**src/rtl/regfile_wb_arbiter.sv**
```systemverilog
// Register-file write-port arbiter between load writeback and ALU writeback,
// with a per-register outstanding-load scoreboard driving decode hazard stalls.
module regfile_wb_arbiter #(
   parameter int unsigned NREGS          = 16,
   parameter int unsigned XLEN           = 16,
   parameter int unsigned MAX_MEM_STREAK = 3,
   localparam int unsigned IDX_W         = $clog2(NREGS)
) (
   input  logic              clk,
   input  logic              rst,
   input  logic              ld_issue_valid,
   input  logic [IDX_W-1:0]  ld_issue_idx,
   output logic              ld_issue_ready,
   input  logic              mem_wb_valid,
   input  logic [IDX_W-1:0]  mem_wb_idx,
   input  logic [XLEN-1:0]   mem_wb_data,
   output logic              mem_wb_ready,
   input  logic              alu_wb_valid,
   input  logic [IDX_W-1:0]  alu_wb_idx,
   input  logic [XLEN-1:0]   alu_wb_data,
   output logic              alu_wb_ready,
   input  logic [IDX_W-1:0]  hz_rs1_i,
   input  logic [IDX_W-1:0]  hz_rs2_i,
   output logic              hz_stall,
   output logic              rf_we,
   output logic [IDX_W-1:0]  rf_idx,
   output logic [XLEN-1:0]   rf_data,
   output logic [NREGS-1:0]  busy_mask
);

   localparam int unsigned STREAK_W = $clog2(MAX_MEM_STREAK + 1);

   typedef struct packed {
      logic [IDX_W-1:0] idx;
      logic [XLEN-1:0]  data;
   } wb_t;

   logic [NREGS-1:0]    busy_q, busy_d;
   logic [STREAK_W-1:0] streak_q, streak_d;
   logic                alu_elig, alu_req, streak_max;
   logic                grant_mem, grant_alu, ld_accept;
   logic                hit1, hit2;
   wb_t                 win;

   // Grant selection: ALU is blocked while a load to its destination is pending
   always_comb begin
      alu_elig   = (alu_wb_idx == '0) || !busy_q[alu_wb_idx];
      alu_req    = alu_wb_valid && alu_elig;
      streak_max = (streak_q == STREAK_W'(MAX_MEM_STREAK));
      grant_mem  = mem_wb_valid && !(alu_req && streak_max);
      grant_alu  = alu_req && !grant_mem;
      win.idx    = grant_mem ? mem_wb_idx  : alu_wb_idx;
      win.data   = grant_mem ? mem_wb_data : alu_wb_data;
   end

   assign mem_wb_ready   = grant_mem;
   assign alu_wb_ready   = grant_alu;
   assign ld_issue_ready = !busy_q[ld_issue_idx] || (ld_issue_idx == '0);
   assign ld_accept      = ld_issue_valid && ld_issue_ready;

   // Scoreboard update: clear on load writeback, then set on issue
   always_comb begin
      busy_d = busy_q;
      if (grant_mem)
         busy_d[mem_wb_idx] = 1'b0;
      if (ld_accept)
         busy_d[ld_issue_idx] = 1'b1;
      busy_d[0] = 1'b0;
   end

   always_comb begin
      streak_d = streak_q;
      if (!alu_wb_valid || grant_alu)
         streak_d = '0;
      else if (grant_mem && alu_req && !streak_max)
         streak_d = streak_q + STREAK_W'(1);
   end

   // In-flight write term covers the cycle between scoreboard clear and RF commit
   assign hit1 = (hz_rs1_i != '0) && (busy_q[hz_rs1_i] || (rf_we && (rf_idx == hz_rs1_i)));
   assign hit2 = (hz_rs2_i != '0) && (busy_q[hz_rs2_i] || (rf_we && (rf_idx == hz_rs2_i)));
   assign hz_stall  = hit1 || hit2;
   assign busy_mask = busy_q;

   always_ff @(posedge clk) begin
      if (rst) begin
         busy_q   <= '0;
         streak_q <= '0;
         rf_we    <= 1'b0;
         rf_idx   <= '0;
         rf_data  <= '0;
      end else begin
         busy_q   <= busy_d;
         streak_q <= streak_d;
         rf_we    <= (grant_mem || grant_alu) && (win.idx != '0);
         if (grant_mem || grant_alu) begin
            rf_idx  <= win.idx;
            rf_data <= win.data;
         end
      end
   end

endmodule

```
**config.mk**
```make
export PLATFORM = sky130hd
export DESIGN_NAME = regfile_wb_arbiter
export DESIGN_NICKNAME = d
export VERILOG_FILES = /design/src/rtl/regfile_wb_arbiter.sv
export SDC_FILE = /design/constraint.sdc
export NUM_CORES = 1
export LEC_CHECK = 0
export CAP_MARGIN = 20
export CORE_ASPECT_RATIO = 2
export CORE_MARGIN = 2
export CORE_UTILIZATION = 30
export DETAILED_ROUTE_END_ITERATION = 10
export GPL_ROUTABILITY_DRIVEN = 0
export PLACE_DENSITY_LB_ADDON = 0.3
export SLEW_MARGIN = 15
export SYNTH_ARGS = -nofsm -noshare
export SYNTH_HDL_FRONTEND = slang
export SYNTH_SLANG_ARGS = --single-unit
```
**constraint.sdc**
```tcl
create_clock -name clk -period 3.4 [get_ports clk]
set_clock_uncertainty 0.15 [all_clocks]
set_input_delay 0.51 -clock clk [delete_from_list [all_inputs] [get_ports clk]]
set_output_delay 0.51 -clock clk [all_outputs]
set_load 0.005 [all_outputs]
```
-- Word level (Yosys, flattened, before mapping)
Cells that the tools add are included.
- memory bits (writable): 0
- output and inout port bits: 41
- memories kept: 0
- bits in latches: 0
- logic and storage cells: 69
- register bits after elaboration: 39
- input port bits: 57
- ROM bits: 0
- equality and inequality tests: 3
- $add $sub $neg: 1
- $mul: 0
- muxes and demuxes: 16
- reductions and logical operators: 33
- bitwise operators: 3
- shifts and indexed selects: 0
- order comparisons: 7
- divide/modulo/power cells: 0
- operator list (kind ; number):
    16-bit 2-to-1 mux ; 3
    4-bit by 5-bit < comparator with 1-bit output, second input constant ; 5
    16-bit AND ; 1
    1-bit binary-select mux with 4-bit select ; 4
    16-bit inverter ; 1
    16-bit OR ; 1
    1-bit logical AND ; 14
    4-bit nonzero test ; 3
    1-bit demux with 4-bit select ; 2
    4-bit equality test ; 2
    4-bit by 1-bit >= comparator with 1-bit output, second input constant ; 2
    4-bit zero test ; 2
    1-bit logical OR ; 7
    1-bit zero test ; 6
    1-bit 2-to-1 mux ; 6
    4-bit 2-to-1 mux ; 1
    2-bit by 1-bit adder with 2-bit output, second input constant ; 1
    2-bit equality test, second input constant ; 1
    2-bit OR reduction ; 1

-- Longest topological paths before layout
Gate-level depths: netlist of the first run.
- depth in word-level cells: 12
- mapped depth: 7
- mapped depth without buffers: 6

-- Least setup slack after synthesis of the first run
No wires, ideal clock.
- path type: input to output
- from: in alu_wb_idx[2]
- to: out mem_wb_ready
- stages: 6
- setup slack: 0.860 ns
- arrival: 1.880 ns
- data required time: 2.740 ns
- path buffers: 2
- cell sequence: buf_2 -> mux2_1 -> a221o_1 -> a211oi_2 -> nor3_2 -> buf_2
- longest elaborated chain between the ends: 8
- elaborated cells between the ends (all ways): 9
- those cells by class: mux (2); reduce/logical (7)
- RTL lines (item ; line ; source):
    from (decl) ; 19 ; input logic [IDX_W-1:0] alu_wb_idx,
    1-bit binary-select mux with 4-bit select ; 47 ; alu_elig = (alu_wb_idx == '0) || !busy_q[alu_wb_idx];
    1-bit 2-to-1 mux (not written as such) ; 47 ;
    1-bit zero test ; 47 ;
    1-bit logical OR * ; 47 ;
    1-bit logical AND * ; 48 ; alu_req = alu_wb_valid && alu_elig;
    1-bit logical AND * ; 50 ; grant_mem = mem_wb_valid && !(alu_req && streak_max);
    1-bit zero test * ; 50 ;
    1-bit logical AND * ; 50 ;
    to (decl) ; 17 ; output logic mem_wb_ready,
Every way passes the cells marked *; elsewhere a longest branch is shown, timed or not. The select of a mux whose other input is x is not followed.

-- Worst setup path in the final report of the first run
- from: in alu_wb_idx[1]
- to: out mem_wb_ready
Same word-level chain as after synthesis.

==> results of run 1 <==
[where the power goes]
part           switching (mW)  total [mW]  internal, mW
logic                   0.120       0.295         0.176
clock network           0.182       0.472         0.291
registers              0.0240       0.494         0.470
[worst max-delay path by stage]
stage          slack [ns]       startpoint             end  cells after the start
5_1_grt              0.02      hz_rs1_i[0]        hz_stall                      6
3_3_place_gp       0.0002  ld_issue_idx[0]  ld_issue_ready                      5
6_report             0.11    alu_wb_idx[1]    mem_wb_ready                      7
3_5_place_dp       -0.007  ld_issue_idx[0]  ld_issue_ready                      5
2_1_floorplan        0.86    alu_wb_idx[2]    mem_wb_ready                      6
4_1_cts              0.02      hz_rs2_i[0]        hz_stall                      6
[layer usage]
layer	vias to the layer above	part of all wire, %	GRT usage, %
met3	23	4.5	2.87
li1	1259	-	-
met4	0	4.3	9.69
met2	90	56	36.7
met1	1287	35	22.2
met5	-	0	0
[logic make-up after synthesis]
logic type / share of synthesized area, %
AO/OA/AOI/OAI: 31.6
AND/OR/NAND/NOR: 14.3
flip-flops: 30.1
buffers and inverters: 5.65
multiplexers: 14.8
XOR/XNOR: 2.78
adder cells (fa/ha/maj): 0.496
other: 0.149
[worst max-delay path: stages]
cell             delay, ns
clkdlybuf4s50_1       0.50
mux4_2                0.53
a22oi_4               0.20
buf_4                 0.15
and3_1                0.21
nor3_2                0.07
clkdlybuf4s50_1       0.46
[cells in the final DEF, fill, tap and decap left out, drive strengths merged, types with 3 or more instances in the layout]
cell type / synthesis / routed
a22oi: 13 / 13
inv: 6 / 6
xnor2: 7 / 7
clkbuf: 11 / 7
a21oi: 25 / 25
nor2b: 4 / 4
a2111oi: 3 / 3
nand2b: 6 / 6
buf: 11 / 22
clkdlybuf4s50: 0 / 90
nand3: 5 / 5
a21boi: 19 / 19
a221o: 21 / 21
o211ai: 3 / 3
dlygate4sd2: 0 / 4
a211oi: 10 / 10
nor3: 4 / 4
mux2i: 7 / 7
nor2: 7 / 7
nor4: 7 / 7
mux2: 5 / 5
nand2: 9 / 9
and3: 5 / 5
mux4: 11 / 11
dfxtp: 38 / 38
[flip-flops by register name (all words and copies together) (netlist names)]
| name | cells |
|---|---|
| rf_data | 16 |
| busy_mask | 15 |
| rf_we | 1 |
| streak_q | 2 |
| rf_idx | 4 |
[final cells by class]
class,count,area [sq um],area share [%]
Multi-Input combinational cell,196,1630,42.8
Timing Repair Buffer,118,1130,29.5
Sequential cell,38,761,19.9
Clock buffer,7,143,3.74
Tap cell,98,123,3.21
Inverter,7,26.3,0.689
Clock inverter,1,5.00,0.131
[stage by stage]
step	setup TNS (ns)	util [%]
2_1_floorplan	0	-
3_3_place_gp	0	44.6
3_5_place_dp	-0.0148	44.6
4_1_cts	0	46.3
5_1_grt	0	46.4
6_report	0	46.4
[what timing repair did]
item	in CTS	in global routing
resized for setup	4	2
gates cloned	0	0
endpoints found under the setup margin	4	1
==> results.cfg, run 1 <==
[placed_design]
place_area_sq_um = 3670
port_buffers = 96
dp_cells = 457
pre_cts_slack_ns = -0.00686
hpwl_um = 6950

[floorplan]
die_height_um = 134
dieArea_sq_um = 9210
core_sq_um = 8230
fp.dieW_um = 68.9
io_pins = 98
initial_core_util_pct = 30.7
fp-row-count = 47

[power_and_ir_drop]
p_leak_nw = 1.43
peakVddDrop_mv = 0.275
pwr_density_cell_nw_per_um2 = 331
p_total_mw = 1.26

[setup_path]
criticalPathCategory = input pin to output port
cp.required_ns = 2.74
arrival_ns = 2.63
critPathMaxFanout = 4
timing.rr.start = busy_mask[2]
reg2reg_slack_ns = 0.99
reg2reg_depth = 8
start_kind = input pin
end_kind = output port
r2r_end = rf_data[6]

[final_layout]
stdcell_area_sq_um = 3820
layout.cells.non_filler = 465
final_nets = 424
fillers = 814
syn2layout_area_growth_pct = 51.2
n_antenna_cell = 0
drive_above_1_share_pct = 14.7

[clocking]
cts_buffers = 5
cts.path.max_buffers = 2
hold_buffers = 0
cts_tree = built
htreeDepth = 2
clkSinkCount = 38
clock_latency_ns = 0.28
post_cts_buffers = 0
path_clk_slew_ns = 0.05
root_buffer = clkbuf_16

[routing]
first_iter_violations = 165
drc_errors = 0
first_pass_iters = 4
vias = 2659
ant_nets = 0
avgViaCountPerCell = 5.72
wl_um = 9090
wire_per_inst_um = 19.5

[yosys]
syn_nets = 321
ys_ff_latch = 38
syn_inst = 263
synthTopCellsByArea = dfxtp_1 30%, mux4_2 9.8%, a221o_1 8.3%
synth_common_cells = 38 x dfxtp_1, 25 x a21oi_1, 21 x a221o_1
ys_types = 52
ys_seq_area_share_pct = 30.1
yosys_warnings = 0
synth_most_common_cell = dfxtp_1
avgSynthCellArea_sq_um = 9.60
yosysTopAreaCell = dfxtp_1
async_reset_ff_share_pct = 0
synth_ff_type = dfxtp_1
synth_edf_count = 0
synth_top_cell_area_share_pct = 30.1
syn_area_sq_um = 2520

[global_routing]
grt_overflow = 0
antenna_found_initial = 0
grt_pass1_wl_um = 14100
grt_max_degree = 21
grt_use_total_pct = 20.4
grt_pass1_vias = 2641

[sta]
rsz0062_at_grt = no
fin_crit_ns = 3.29
relSlewSlack_pct = 54.5
max_freq_mhz = 304
setup_viol = 0
fin_crit_sh_pct = 96.8
drv_slew = 0
fin_ws_ns = 0.109
hold_ws_ns = 0.330
worst_pin_slew_ns = 0.682
hold_viol = 0

[run_status]
status = finished clean

[run]
drv_cap = 0

[worst_hold_path]
min_to = streak_q[1]
min_path_cells = 2
min_from = streak_q[1]
min_path_type = register to register
(Power assumes the default switching activity.)
==> run 2, diff against run 1 <==
Settings changed: CAP_MARGIN 20 to 5, REMOVE_ABC_BUFFERS set to 1.
==> results.cfg, run 2 (synthesis results as in run 1) <==
[clocking]
clock_latency_ns = 0.28
cts_buffers = 5
clkSinkCount = 38
root_buffer = clkbuf_16
htreeDepth = 2
path_clk_slew_ns = 0.06
cts.path.max_buffers = 2
cts_tree = built

[routing]
ant_nets = 0
avgViaCountPerCell = 5.72
first_iter_violations = 116
vias = 2684
wire_per_inst_um = 19.3
wl_um = 9050
drc_errors = 0
first_pass_iters = 5

[floorplan]
dieArea_sq_um = 9210
fp-row-count = 47
core_sq_um = 8230
die_height_um = 134
initial_core_util_pct = 30.7
io_pins = 98
fp.dieW_um = 68.9

[sta]
hold_ws_ns = 0.326
relSlewSlack_pct = 51.4
rsz0062_at_grt = no
fin_crit_sh_pct = 94.6
fin_crit_ns = 3.22
drv_slew = 0
max_freq_mhz = 311
hold_viol = 0
worst_pin_slew_ns = 0.728
setup_viol = 0

[worst_hold_path]
min_path_type = register to register
min_path_cells = 2
min_from = streak_q[1]

[placed_design]
port_buffers = 96
hpwl_um = 6950
place_area_sq_um = 3690
dp_cells = 460

[final_layout]
n_antenna_cell = 0
syn2layout_area_growth_pct = 52.9
layout_commonest_cell = clkdlybuf4s50_1
regMostFlops = rf_data
drive_above_1_share_pct = 15.9
final_nets = 428
layout.cells.non_filler = 469
stdcell_area_sq_um = 3860
largest_register_ffs = 16
final_cell_mix = 90 x clkdlybuf4s50_1, 38 x dfxtp_1, 26 x buf_4, 25 x a21oi_1, 21 x a221o_1

[global_routing]
antenna_found_initial = 0
grt_use_total_pct = 20.4
grt_overflow = 0
grt_pass1_wl_um = 14100
grt_pass1_vias = 2755
grt_max_degree = 21

[power_and_ir_drop]
pwr_density_cell_nw_per_um2 = 330
pwr-share-clk_pct = 37.6
p_leak_nw = 1.46
p_int_mw = 0.940
seqPwrFrac_pct = 38.8
switchingPower_mw = 0.333
p_comb_share_pct = 23.6
p_total_mw = 1.27
p_sw_share_pct = 26.1
peakVddDrop_mv = 0.241

[setup_path]
start_kind = input pin
cp_cell_sequence = clkdlybuf4s50_1, mux4_2, o22a_1, a21oi_1, a31o_2, clkdlybuf4s50_1
crit_buf_inv = 2
cpMostUsedCell = clkdlybuf4s50_1
criticalPathCategory = input pin to output port
timing.rr.start = busy_mask[15]
arrival_ns = 2.56
cp.required_ns = 2.74
end_kind = output port
critPathMaxFanout = 4
critical-path-slowest-cell = clkdlybuf4s50_1
slowest_delay_ns = 0.59
cp-startpoint = hz_rs1_i[0]
cp_top_family = buffers and inverters
crit_cells = 6
reg2reg_depth = 8

[run_status]
status = finished clean

[run]
drv_cap = 0
run 2: cell types whose count changed in the layout (fill, tap and decap cells not counted):
| cell | change |
|---|---|
| dlygate4sd2_1 | -2 |
| clkinvlp_4 | +1 |
| clkbuf_1 | -1 |
| dlymetal6s2s_1 | +2 |
| buf_4 | +4 |
run 2: tightest hold or removal path, cell delays in order, from the launching register on:
cell	delay [ns]
dfxtp_1	0.31
nand3_1	0.06
a21oi_1	0.05
run 2: final timing paths:
path                            slack (ns)     endpoint
worst min register to register        0.33  streak_q[1]
worst max-delay path                  0.18     hz_stall
worst min-delay path                  0.33  streak_q[1]
worst max register to register        0.93   rf_data[8]
run 2: final cells by class:
type | instances | area, sq um
fill | 823 | 4380
clock buffer | 6 | 139
clock inverter | 2 | 12.5
multi-input combinational | 196 | 1630
inverter | 7 | 26.3
sequential | 38 | 761
tap | 98 | 123
timing repair buffer | 122 | 1160
run 2: power groups by stage:
stage | Combinational (mW) | Sequential (mW) | Clock [mW]
floorplan | 0.107 | 0.499 | 0
global placement | 0.296 | 0.503 | 0
detailed placement | 0.300 | 0.504 | 0
CTS | 0.301 | 0.494 | 0.486
global route | 0.322 | 0.497 | 0.505
finish | 0.300 | 0.494 | 0.479
run 2: stage by stage:
stage          setup TNS, ns  utilization, %  setup WS (ns)
2_1_floorplan              0               -          0.252
3_3_place_gp        -0.00414            44.8       -0.00414
3_5_place_dp         -0.0170            44.8        -0.0170
4_1_cts                    0            46.7         0.0357
5_1_grt                    0            46.9         0.0672
6_report                   0            46.9          0.183
run 2: layer usage:
metal,part of all wire (%),up-vias,GRT usage (%)
met5,0,-,0
met4,3.6,0,8.71
met3,5.3,27,3.46
met2,56,92,37.1
met1,35,1304,22.0
li1,-,1261,-
run 2: what timing repair did:
action / 4_1_cts / 5_1_grt
buffers inserted: 1 / 0
gates resized for setup: 2 / 4
setup endpoints to repair: 1 / 2
pin swaps: 1 / 0
hold buffers: 0 / 0
